### src/rtl/dlyc_meas_pkg.sv
// Shared definitions for the delay-chain measurement controller:
// default parameter values and the FSM state encoding.
package dlyc_meas_pkg;

   // Default width of the per-run cycle counter and of the result.
   localparam int unsigned CNT_W_DEF     = 8;
   // Default log2 of the number of launches averaged per measurement.
   localparam int unsigned NAVG_LOG2_DEF = 2;
   // Default cycle count at which a run is aborted.
   localparam int unsigned TMO_DEF       = 200;

   typedef enum logic [2:0] {
      ST_IDLE = 3'd0,   // waiting for a start request
      ST_RISE = 3'd1,   // launch high, waiting for the chain output to rise
      ST_FALL = 3'd2,   // launch low, waiting for the chain output to settle low
      ST_ACC  = 3'd3,   // fold the finished run into the accumulator
      ST_FIN  = 3'd4    // publish the averaged result
   } meas_state_e;

endpackage

### src/rtl/dlyc_sync2.sv
// Two-flop synchronizer for a single asynchronous level signal.
// Generic library cell; the output is only safe to use after the second flop.
module dlyc_sync2 (
   input  logic clk_i,
   input  logic rn_i,
   input  logic d_i,
   output logic q_o
);

   logic s1_q;
   logic s2_q;

   // Two-stage resynchronisation of d_i into the clk_i domain.
   always_ff @(posedge clk_i or negedge rn_i) begin
      if (!rn_i) begin
         s1_q <= 1'b0;
         s2_q <= 1'b0;
      end else begin
         s1_q <= d_i;
         s2_q <= s1_q;
      end
   end

   assign q_o = s2_q;

endmodule

### src/rtl/dlyc_meas_ctrl.sv
// Delay-chain measurement controller. Launches an edge into a delay chain,
// counts clock cycles until the (synchronised) chain output follows, repeats
// for 2^NAVG_LOG2 runs and reports the truncated average. A run that takes
// TMO cycles in either direction aborts the whole measurement with an
// all-ones result and a sticky error flag.
module dlyc_meas_ctrl
   import dlyc_meas_pkg::*;
#(
   parameter int unsigned CNT_W     = CNT_W_DEF,
   parameter int unsigned NAVG_LOG2 = NAVG_LOG2_DEF,
   parameter int unsigned TMO       = TMO_DEF
) (
   input  logic             clk_i,
   input  logic             rn_i,
   input  logic             start_i,
   output logic             launch_o,
   input  logic             capt_i,
   output logic             busy_o,
   output logic             done_o,
   output logic             tmo_err_o,
   output logic [CNT_W-1:0] result_o
);

   // Accumulator is wide enough to sum 2^NAVG_LOG2 full-scale run values.
   localparam int unsigned ACC_W = CNT_W + NAVG_LOG2;
   // Run index keeps at least one bit so a single-run configuration still builds.
   localparam int unsigned RUN_W = (NAVG_LOG2 > 0) ? NAVG_LOG2 : 1;

   localparam logic [CNT_W-1:0] TMO_C    = CNT_W'(TMO);
   localparam logic [RUN_W-1:0] RUN_LAST = RUN_W'((1 << NAVG_LOG2) - 1);

   meas_state_e      state_q,   state_d;
   logic [CNT_W-1:0] cnt_q,     cnt_d;
   logic [RUN_W-1:0] run_q,     run_d;
   logic [ACC_W-1:0] acc_q,     acc_d;
   logic             launch_q,  launch_d;
   logic             busy_q,    busy_d;
   logic             done_q,    done_d;
   logic             tmo_err_q, tmo_err_d;
   logic [CNT_W-1:0] result_q,  result_d;

   logic             capt_s2;
   logic [CNT_W-1:0] cnt_inc;
   logic             abort;

   // The chain output is asynchronous; only the second flop feeds the FSM.
   dlyc_sync2 u_capt_sync (
      .clk_i (clk_i),
      .rn_i  (rn_i),
      .d_i   (capt_i),
      .q_o   (capt_s2)
   );

   // Next-state and datapath decisions for the measurement sequence.
   always_comb begin
      state_d   = state_q;
      cnt_d     = cnt_q;
      run_d     = run_q;
      acc_d     = acc_q;
      launch_d  = launch_q;
      busy_d    = busy_q;
      done_d    = 1'b0;
      tmo_err_d = tmo_err_q;
      result_d  = result_q;
      abort     = 1'b0;
      cnt_inc   = cnt_q + CNT_W'(1);

      case (state_q)
         ST_IDLE: begin
            // A start arriving while DONE is still high belongs to the
            // measurement that just ended and is dropped.
            if (start_i && !done_q) begin
               state_d   = ST_RISE;
               launch_d  = 1'b1;
               cnt_d     = '0;
               run_d     = '0;
               acc_d     = '0;
               busy_d    = 1'b1;
               tmo_err_d = 1'b0;
            end
         end

         ST_RISE: begin
            // cnt_q already counts every edge since launch up to the edge
            // that made s2 high, so it is the run value as it stands.
            if (capt_s2) begin
               state_d = ST_ACC;
            end else if (cnt_inc == TMO_C) begin
               abort = 1'b1;
            end else begin
               cnt_d = cnt_inc;
            end
         end

         ST_ACC: begin
            acc_d    = acc_q + ACC_W'(cnt_q);
            launch_d = 1'b0;
            cnt_d    = '0;
            state_d  = ST_FALL;
         end

         ST_FALL: begin
            // The chain must return low before the next launch, otherwise
            // the following rise could not be detected.
            if (!capt_s2) begin
               if (run_q == RUN_LAST) begin
                  state_d = ST_FIN;
               end else begin
                  run_d    = run_q + RUN_W'(1);
                  launch_d = 1'b1;
                  cnt_d    = '0;
                  state_d  = ST_RISE;
               end
            end else if (cnt_inc == TMO_C) begin
               abort = 1'b1;
            end else begin
               cnt_d = cnt_inc;
            end
         end

         ST_FIN: begin
            result_d = CNT_W'(acc_q >> NAVG_LOG2);
            done_d   = 1'b1;
            busy_d   = 1'b0;
            state_d  = ST_IDLE;
         end

         default: begin
            state_d = ST_IDLE;
         end
      endcase

      // A stalled run discards any partial average.
      if (abort) begin
         cnt_d     = cnt_inc;
         tmo_err_d = 1'b1;
         result_d  = '1;
         launch_d  = 1'b0;
         done_d    = 1'b1;
         busy_d    = 1'b0;
         state_d   = ST_IDLE;
      end
   end

   // State and datapath registers; reset clears everything immediately.
   always_ff @(posedge clk_i or negedge rn_i) begin
      if (!rn_i) begin
         state_q   <= ST_IDLE;
         cnt_q     <= '0;
         run_q     <= '0;
         acc_q     <= '0;
         launch_q  <= 1'b0;
         busy_q    <= 1'b0;
         done_q    <= 1'b0;
         tmo_err_q <= 1'b0;
         result_q  <= '0;
      end else begin
         state_q   <= state_d;
         cnt_q     <= cnt_d;
         run_q     <= run_d;
         acc_q     <= acc_d;
         launch_q  <= launch_d;
         busy_q    <= busy_d;
         done_q    <= done_d;
         tmo_err_q <= tmo_err_d;
         result_q  <= result_d;
      end
   end

   assign launch_o  = launch_q;
   assign busy_o    = busy_q;
   assign done_o    = done_q;
   assign tmo_err_o = tmo_err_q;
   assign result_o  = result_q;

endmodule

### config.mk
export PLATFORM = sky130hd
export DESIGN_NAME = dlyc_meas_ctrl
export DESIGN_NICKNAME = d
export VERILOG_FILES = /design/src/rtl/dlyc_meas_pkg.sv /design/src/rtl/dlyc_sync2.sv /design/src/rtl/dlyc_meas_ctrl.sv
export SDC_FILE = /design/constraint.sdc
export NUM_CORES = 1
export LEC_CHECK = 0
export BUFFER_PORTS_ARGS = -buffer_cell sky130_fd_sc_hd__clkbuf_2
export CORE_UTILIZATION = 45
export CTS_CLUSTER_DIAMETER = 60
export DETAILED_ROUTE_END_ITERATION = 16
export GPL_ROUTABILITY_DRIVEN = 0
export GPL_TIMING_DRIVEN = 0
export PLACE_DENSITY = 0.59
export REMOVE_ABC_BUFFERS = 1
export SETUP_SLACK_MARGIN = 0.2
export SLEW_MARGIN = 25
export SYNTH_ARGS = -nofsm -noshare
export SYNTH_HDL_FRONTEND = slang
export SYNTH_SLANG_ARGS = --single-unit
### constraint.sdc
create_clock -name clk_i -period 6.05 [get_ports clk_i]
set_input_delay 0.605 -clock clk_i [delete_from_list [all_inputs] [get_ports clk_i]]
set_output_delay 0.605 -clock clk_i [all_outputs]
set_load 0.02 [all_outputs]
# == Word-level counts from Yosys, hierarchy flattened ==
# Cells that the tools add are included.
# op_classes
addsub,3
n_eq_ne,15
mux,37
n_reduce_logical,18
# ops
op,n
2-to-1 mux 8 bit,8
case mux 8 bit (4 select lines),1
case mux 10 bit (2 select lines),1
2-to-1 mux 3 bit,5
2-to-1 mux 1 bit,13
"inequality test 3 bit, second input constant",4
case mux 3 bit (4 select lines),1
AND reduction 4 bit,3
adder 10 x 8 -> 10 bit,1
2-to-1 mux 10 bit,1
nonzero test 2 bit,5
"adder 8 x 1 -> 8 bit, second input constant",1
"equality test 8 bit, second input constant",1
"equality test 3 x 2 -> 1 bit, second input constant",2
2-to-1 mux 2 bit,3
"inequality test 2 bit, second input constant",3
AND reduction 2 bit,3
nonzero test 5 bit,1
"inequality test 4 x 3 -> 1 bit, second input constant",1
case mux 1 bit (2 select lines),2
case mux 2 bit (2 select lines),1
nonzero test 4 bit,1
"equality test 3 x 1 -> 1 bit, second input constant",1
"equality test 3 bit, second input constant",1
9 further kinds,9
# word_totals
register_bits,37
inputBits,4
output_inout_bits,12
word_cells,84

# == Depth between registers and ports, before layout ==
# Gate-level depths: netlist of the first run.
# depth
ltp_word,7
depth_mapped,7
mapped_depth_nobuf,7

# == Modules after synthesis ==
# A second synthesis of the first run with hierarchy kept.
# hier_totals
cells_unflattened,219
hier_area_um2,2014.4
# modules_own_cells
module,instances,cells_each,area_each_um2,seq_area_each_um2
dlyc_meas_ctrl,1,217,1964.4,875.8
dlyc_sync2,1,2,50.0,50.0

# == Least setup slack after synthesis of the first run ==
# Ideal clock, no wire load.
# synth_path
kind,register -> register
start,reg cnt_q[0]
end,reg acc_q[8]
t_arrival_ns,1.847
setup_slack_ns,4.124
stages_incl_launch_ff,8
path_buffers,0
synth_period_minus_slack_ns,1.926
cell_sequence,dfrtp_1 ha_1 fa_1 a21oi_1 o211ai_1 o2111a_1 o21ai_0 mux2i_1
# synth_between
elab_chain_cells,2
# synth_rtl
element,line,rtl
start: declaration,dlyc_meas_ctrl.sv:33,"logic [CNT_W-1:0] cnt_q, cnt_d;"
start signal: assignment,dlyc_meas_ctrl.sv:159,cnt_q <= cnt_d;
adder 10 x 8 -> 10 bit,dlyc_meas_ctrl.sv:96,acc_d = acc_q + ACC_W'(cnt_q);
case mux 10 bit (2 select lines),dlyc_meas_ctrl.sv:68,case (state_q)
end signal: assignment,dlyc_meas_ctrl.sv:151,acc_q <= '0;
end signal: assignment,dlyc_meas_ctrl.sv:161,acc_q <= acc_d;
end: declaration,dlyc_meas_ctrl.sv:35,"logic [ACC_W-1:0] acc_q, acc_d;"
# Every way passes these cells.
# A chain may end at the register's enable or synchronous reset.

# == Worst setup path after layout of the first run ==
# Same ends and word-level chain as after synthesis.

==> results of run 1 <==
[state kept, by name (all words and copies together), names as in the netlist, 2 cells and up]
register	flops
acc_q	10
cnt_q	8
result_o	8
run_q	2
state_q	3
[cells in the mapped netlist (all sizes together)]
| library cell | n |
|---|---|
| nand2 | 35 |
| and3 | 1 |
| o31ai | 2 |
| xnor2 | 3 |
| clkbuf | 1 |
| nand2b | 4 |
| o41ai | 1 |
| o211a | 2 |
| and4 | 1 |
| or3b | 1 |
| a221oi | 1 |
| nor2 | 13 |
| a22o | 2 |
| nor3 | 5 |
| a2111oi | 1 |
| nor2b | 2 |
| o2111a | 1 |
| o211ai | 10 |
| a31oi | 2 |
| buf | 5 |
| a311oi | 1 |
| o31a | 1 |
| or4b | 1 |
| o21ai | 15 |
| nand4b | 1 |
| or3 | 3 |
| a21oi | 13 |
| inv | 9 |
| a32oi | 1 |
| fa | 1 |
| mux2i | 2 |
| clkinv | 1 |
| nand3b | 2 |
| or4 | 2 |
| ha | 10 |
| a211oi | 3 |
| dfrtp | 37 |
| o2111ai | 1 |
| a21boi | 1 |
| xor2 | 6 |
| nand3 | 16 |
| nand4 | 1 |
[routing by layer]
metal | global-route usage | up-vias | share of wire
li1 | - | 836 | -
met1 | 0.278 | 795 | 0.50
met2 | 0.304 | 21 | 0.47
met3 | 0.0433 | 2 | 0.027
met4 | 0.0499 | 0 | 0.0043
met5 | 0 | - | 0
[per-stage QoR]
stage	hold WS [ps]	setup slack, ps	utilization	std cells
3_3_place_gp	331	3890	0.498	282
6_report	349	3850	0.528	290
4_1_cts	352	3850	0.528	290
3_5_place_dp	336	3860	0.498	282
5_1_grt	360	3700	0.528	290
2_1_floorplan	309	4120	-	215
[cells by family (layout without fill, tap and decap cells)]
group | count (synthesis) | count (layout) | synth area share
muxes | 2 | 2 | 0.0113
and+or+nand+nor | 88 | 88 | 0.205
AOI/OAI and AO/OA | 58 | 58 | 0.203
xor gates and xnor gates | 9 | 9 | 0.0374
buffers and inverters | 16 | 33 | 0.0356
adders and majority gates | 11 | 11 | 0.0688
DFF | 37 | 37 | 0.439
[report_power, final]
part	switching (mW)	total, mW	internal, mW
logic	0.167	0.280	0.114
registers	0.0710	0.367	0.296
clock network	0.0897	0.253	0.164
[critical path, stage by stage (launching register included)]
cell      delay, ps
dfrtp_1         470
ha_1            270
fa_1            410
a21oi_1         270
o211ai_1        140
o2111a_1        150
o21ai_0         190
mux2i_1         220
[area by class of cell]
type | instances | area [um^2]
clock buffers | 5 | 68.8
clock inverters | 3 | 65.1
fillers | 417 | 2100
inverters | 10 | 37.5
multi-input cells | 168 | 1110
flip-flops and latches | 37 | 926
well taps | 52 | 65.1
repair buffers | 15 | 75.1
[final timing paths]
path / start / end
worst max-delay path: cnt_q[0] / acc_q[8]
worst min-delay path: u_capt_sync.s1_q / u_capt_sync.q_o
worst max register to register: cnt_q[0] / acc_q[8]
worst min register to register: u_capt_sync.s1_q / u_capt_sync.q_o
max in group asynchronous: rn_i / result_o[2]
min in group asynchronous: rn_i / cnt_q[1]
[cell usage in the layout (no fill, tap or decap), types with 8 or more instances in the layout]
| cell | count |
|---|---|
| a21oi_1 | 12 |
| clkbuf_2 | 14 |
| dfrtp_1 | 37 |
| ha_1 | 10 |
| inv_1 | 8 |
| nand2_1 | 35 |
| nand3_1 | 15 |
| nor2_1 | 13 |
| o211ai_1 | 10 |
| o21ai_0 | 12 |
==> results.ini, run 1 <==
[routing]
ant_nets = 0
first_pass_iters = 10
vias = 1654
route.detailed.drc = 2
drt_wl_total_um = 4380
wl_per_cell_um = 15.1
drt_iter0_markers = 156
vias_per_cell = 5.70

[synth]
synth.area.top_cells = dfrtp_1, nand2_1, ha_1
ys_ff_latch = 37
synth.distinct_cells = 53
synth.top_cell.area_share = 0.439
yosysWarnings = 0
yosys.area.top_type = dfrtp_1
syn_avg_cell_area_um2 = 9.55
syn_area_um2 = 2110
synth_cells = 221
seq_area_frac_synth = 0.439

[floorplanning]
dieArea_um2 = 4970
io_pins = 16
die_h_um = 70.5
initial_core_util = 0.475
die_width_um = 70.5
num_rows = 24
core_um2 = 4440

[final_layout]
layout-drive-gt1-share = 0.139
area_growth_pct = 11.2
nets = 252
n_antenna_cell = 0
final_area_um2 = 2350

[run]
cap_violations = 0

[global_routing]
grt_max_degree = 38
grt_antenna_before_repair = 0
grt-ovfl-total = 0
grt_first_pass_wirelength_um = 7590
grt_pass1_vias = 1578
grt_usage = 0.196

[clock_tree]
cts_tree = yes
cts.repair.resized = 0
clk_pin_slew_ps = 80
root_buffer = clkbuf_8
h-tree-depth = 2
numCtsBuffers = 5
cts_buffer_depth = 2
post_cts_buffers = 0
clk_latency_ps = 290
cts_num_sinks = 37
cts_hold_buf = 0

[run_status]
status = finished with violations
violations = DRC

[worst_setup_path]
critPathLaunchType = register
cp.required_ps = 6260
arrival_ps = 2410
r2r_slack_ps = 3850
crit_type = register to register
ff2ff_path_depth = 7
crit_path_end_kind = register
cp_max_fo = 7

[place]
placed_area_um2 = 2210
port_buffers = 15
dpl.hpwl_um = 3140

[timing]
fin_crit_sh = 0.364
worst_clock_skew_ps = 8.77
worstMarginPinSlew_ps = 854
drv_slew = 0
rsz0062_at_grt = false
setup_tns_ps = 0
max_freq_mhz = 455
hold_viol = 0
layout_min_cycle_time_ps = 2200
max_slew_margin = 0.426
finalSetupViolCount = 0

[pwr]
p_per_area_nw_per_um2 = 384
power_mw = 0.901
p_leak_nw = 1.07
vdd_drop_max_mv = 0.248

[min_path]
hold_class = register to register
min_path_cells = 0

No activity file was read; power rests on OpenSTA's default activity.
==> inputs of run 2 (changes only) <==
--- a/config.mk
+++ b/config.mk
@@ -11,7 +11,7 @@
 export DETAILED_ROUTE_END_ITERATION = 16
 export GPL_ROUTABILITY_DRIVEN = 0
 export GPL_TIMING_DRIVEN = 0
-export PLACE_DENSITY = 0.59
+export PLACE_DENSITY = 0.61
 export REMOVE_ABC_BUFFERS = 1
 export SETUP_SLACK_MARGIN = 0.2
 export SLEW_MARGIN = 25
==> constraint.sdc (replaced) <==
create_clock -name clk_i -period 2 [get_ports clk_i]
set_input_delay 0.2 -clock clk_i [delete_from_list [all_inputs] [get_ports clk_i]]
set_output_delay 0.2 -clock clk_i [all_outputs]
set_load 0.02 [all_outputs]
==> results.ini, run 2 (synthesis results as in run 1) <==
[run_status]
status = complete, no violations  ; was finished with violations

[global_routing]
grt_usage = 0.226  ; was 0.196
grt-ovfl-total = 0  ; unchanged
grt_first_pass_wirelength_um = 8650  ; was 7590 um
grt_pass1_vias = 1719  ; was 1578
grt_max_degree = 38  ; unchanged
grt_antenna_before_repair = 0  ; unchanged

[place]
port_buffers = 15  ; unchanged
dpl.hpwl_um = 3160  ; was 3140 um
placed_area_um2 = 2210  ; unchanged

[routing]
drt_iter0_markers = 161  ; was 156
vias = 1777  ; was 1654
ant_nets = 0  ; unchanged
route.detailed.drc = 0  ; was 2
drt_wl_total_um = 5040  ; was 4380 um
first_pass_iters = 4  ; was 10
wl_per_cell_um = 16.2  ; was 15.1 um
vias_per_cell = 5.71  ; was 5.70

[timing]
finalSetupViolCount = 0  ; unchanged
rsz0062_at_grt = true  ; was false
layout_min_cycle_time_ps = 1990  ; was 2200 ps
max_slew_margin = 0.434  ; was 0.426
hold_viol = 0  ; unchanged
worst_clock_skew_ps = 7.48  ; was 8.77 ps
fin_crit_sh = 0.997  ; was 0.364
drv_slew = 0  ; unchanged
worstMarginPinSlew_ps = 849  ; was 854 ps
max_freq_mhz = 501  ; was 455 MHz
hold_slack_ps = 7.35  ; was 349 ps
setup_tns_ps = 0  ; unchanged

[floorplanning]
num_rows = 24  ; unchanged
dieArea_um2 = 4970  ; unchanged
io_pins = 16  ; unchanged
die_h_um = 70.5  ; unchanged
initial_core_util = 0.475  ; unchanged
die_width_um = 70.5  ; unchanged
core_um2 = 4440  ; unchanged

[pwr]
p_leak_nw = 1.19  ; was 1.07 nW
p_per_area_nw_per_um2 = 1130  ; was 384 nW/um^2
vdd_drop_max_mv = 0.491  ; was 0.248 mV
power_mw = 3.01  ; was 0.901 mW

[final_layout]
final_common_cell = nand2_1  ; was dfrtp_1
layout_common_cells = nand2_1, dfrtp_1, buf_4, nand3_1, clkbuf_2  ; was dfrtp_1, nand2_1, nand3_1, clkbuf_2, nor2_1
nets = 273  ; was 252
layout-drive-gt1-share = 0.317  ; was 0.139
area_growth_pct = 26.5  ; was 11.2%
largest_reg_flops = 10  ; unchanged
n_antenna_cell = 0  ; unchanged
regMostFlops = acc_q  ; unchanged
final_area_um2 = 2670  ; was 2350 um^2

[clock_tree]
root_buffer = clkbuf_8  ; unchanged
cts_tree = yes  ; unchanged
clk_pin_slew_ps = 80  ; about the same
clk_latency_ps = 300  ; was 290 ps
numCtsBuffers = 5  ; unchanged
cts_buffer_depth = 2  ; unchanged
cts_num_sinks = 37  ; unchanged
h-tree-depth = 2  ; unchanged

[worst_setup_path]
slowest_stage = dfrtp_2  ; was dfrtp_1
cp.required_ps = 2210  ; was 6260 ps
crit_path_end_kind = register  ; unchanged
cp_max_fo = 8  ; was 7
arrival_ps = 2210  ; was 2410 ps
crit_type = register to register  ; unchanged
path_cells = buf_6 > nand3_4 > or3_4 > a2111oi_4 > buf_4 > o21ai_1 > a21oi_1  ; was ha_1 > fa_1 > a21oi_1 > o211ai_1 > o2111a_1 > o21ai_0 > mux2i_1
crit_family = compound AO/OA/AOI/OAI gates  ; unchanged
max_stage_delay_ps = 440  ; was 470 ps
critPathLaunchType = register  ; unchanged
critPathBufInv = 2  ; was 0

[min_path]
hold_class = input port to asynchronous set/reset pin  ; was register to register

[run]
cap_violations = 0  ; unchanged

==> run 2: cell count changes in the layout (fill, tap and decap cells not counted), sizes merged <==
cell / delta
clkinv: -1
buf: +20
dlygate4sd3: +1
clkinvlp: +1
bufinv: -1
clkbuf: +1
==> run 2: per-stage QoR <==
step                       util  cells  setup WS [ps]
final                     0.600    311           5.59
after detailed placement  0.498    282           -223
after global routing      0.600    311          -24.8
after CTS                 0.585    309            116
after floorplan               -    215           73.6
after global placement    0.498    282           -193
==> run 2: worst paths after layout <==
kind                       cells past startpoint  slack (ps)              from               to
setup / recovery                               7           6          cnt_q[0]         cnt_q[0]
hold / removal                                 1           7              rn_i         launch_o
setup reg to reg                               7           6          cnt_q[0]         cnt_q[0]
hold reg to reg                                0         380  u_capt_sync.s1_q  u_capt_sync.q_o
max in group asynchronous                      1        1410              rn_i         cnt_q[2]
min in group clk_i                             5         380           start_i       state_q[0]
==> run 2: area by class of cell <==
| cell class | instances | area (um^2) |
|---|---|---|
| clock buffers | 6 | 82.6 |
| repair buffers | 36 | 251 |
| clock inverters | 2 | 37.5 |
| flip-flops and latches | 37 | 937 |
| inverters | 10 | 37.5 |
| multi-input cells | 168 | 1260 |
| well taps | 52 | 65.1 |
| fillers | 381 | 1780 |
==> run 2: repair_timing <==
item                                   in CTS  in global routing
buffers inserted                           18                  2
setup endpoints to repair                  33                 26
hold buffers                                1                  0
resized for setup                          31                 13
pin swaps                                  20                 15
endpoints found under the hold margin       1                  0
==> run 2: power breakdown <==
part	total [mW]	internal [mW]	leakage, nW	switching [mW]
registers	1.08	0.906	0.479	0.173
logic	1.24	0.539	0.654	0.697
clock network	0.690	0.406	0.0574	0.285
==> run 2: routing by layer <==
layer	global-route usage	vias to the layer above	share of wire
met4	0.0816	0	0.012
met3	0.0390	5	0.040
met5	0	-	0
met2	0.354	37	0.48
li1	-	878	-
met1	0.314	857	0.47
==> run 2: worst reg2reg max path, delay by kind of cell (launching register included) <==
kind / cells / cell delay, ps
flip-flops: 1 / 440
AO/OA/AOI/OAI: 3 / 610
buffers and inverters: 2 / 340
AND/OR/NAND/NOR: 2 / 520
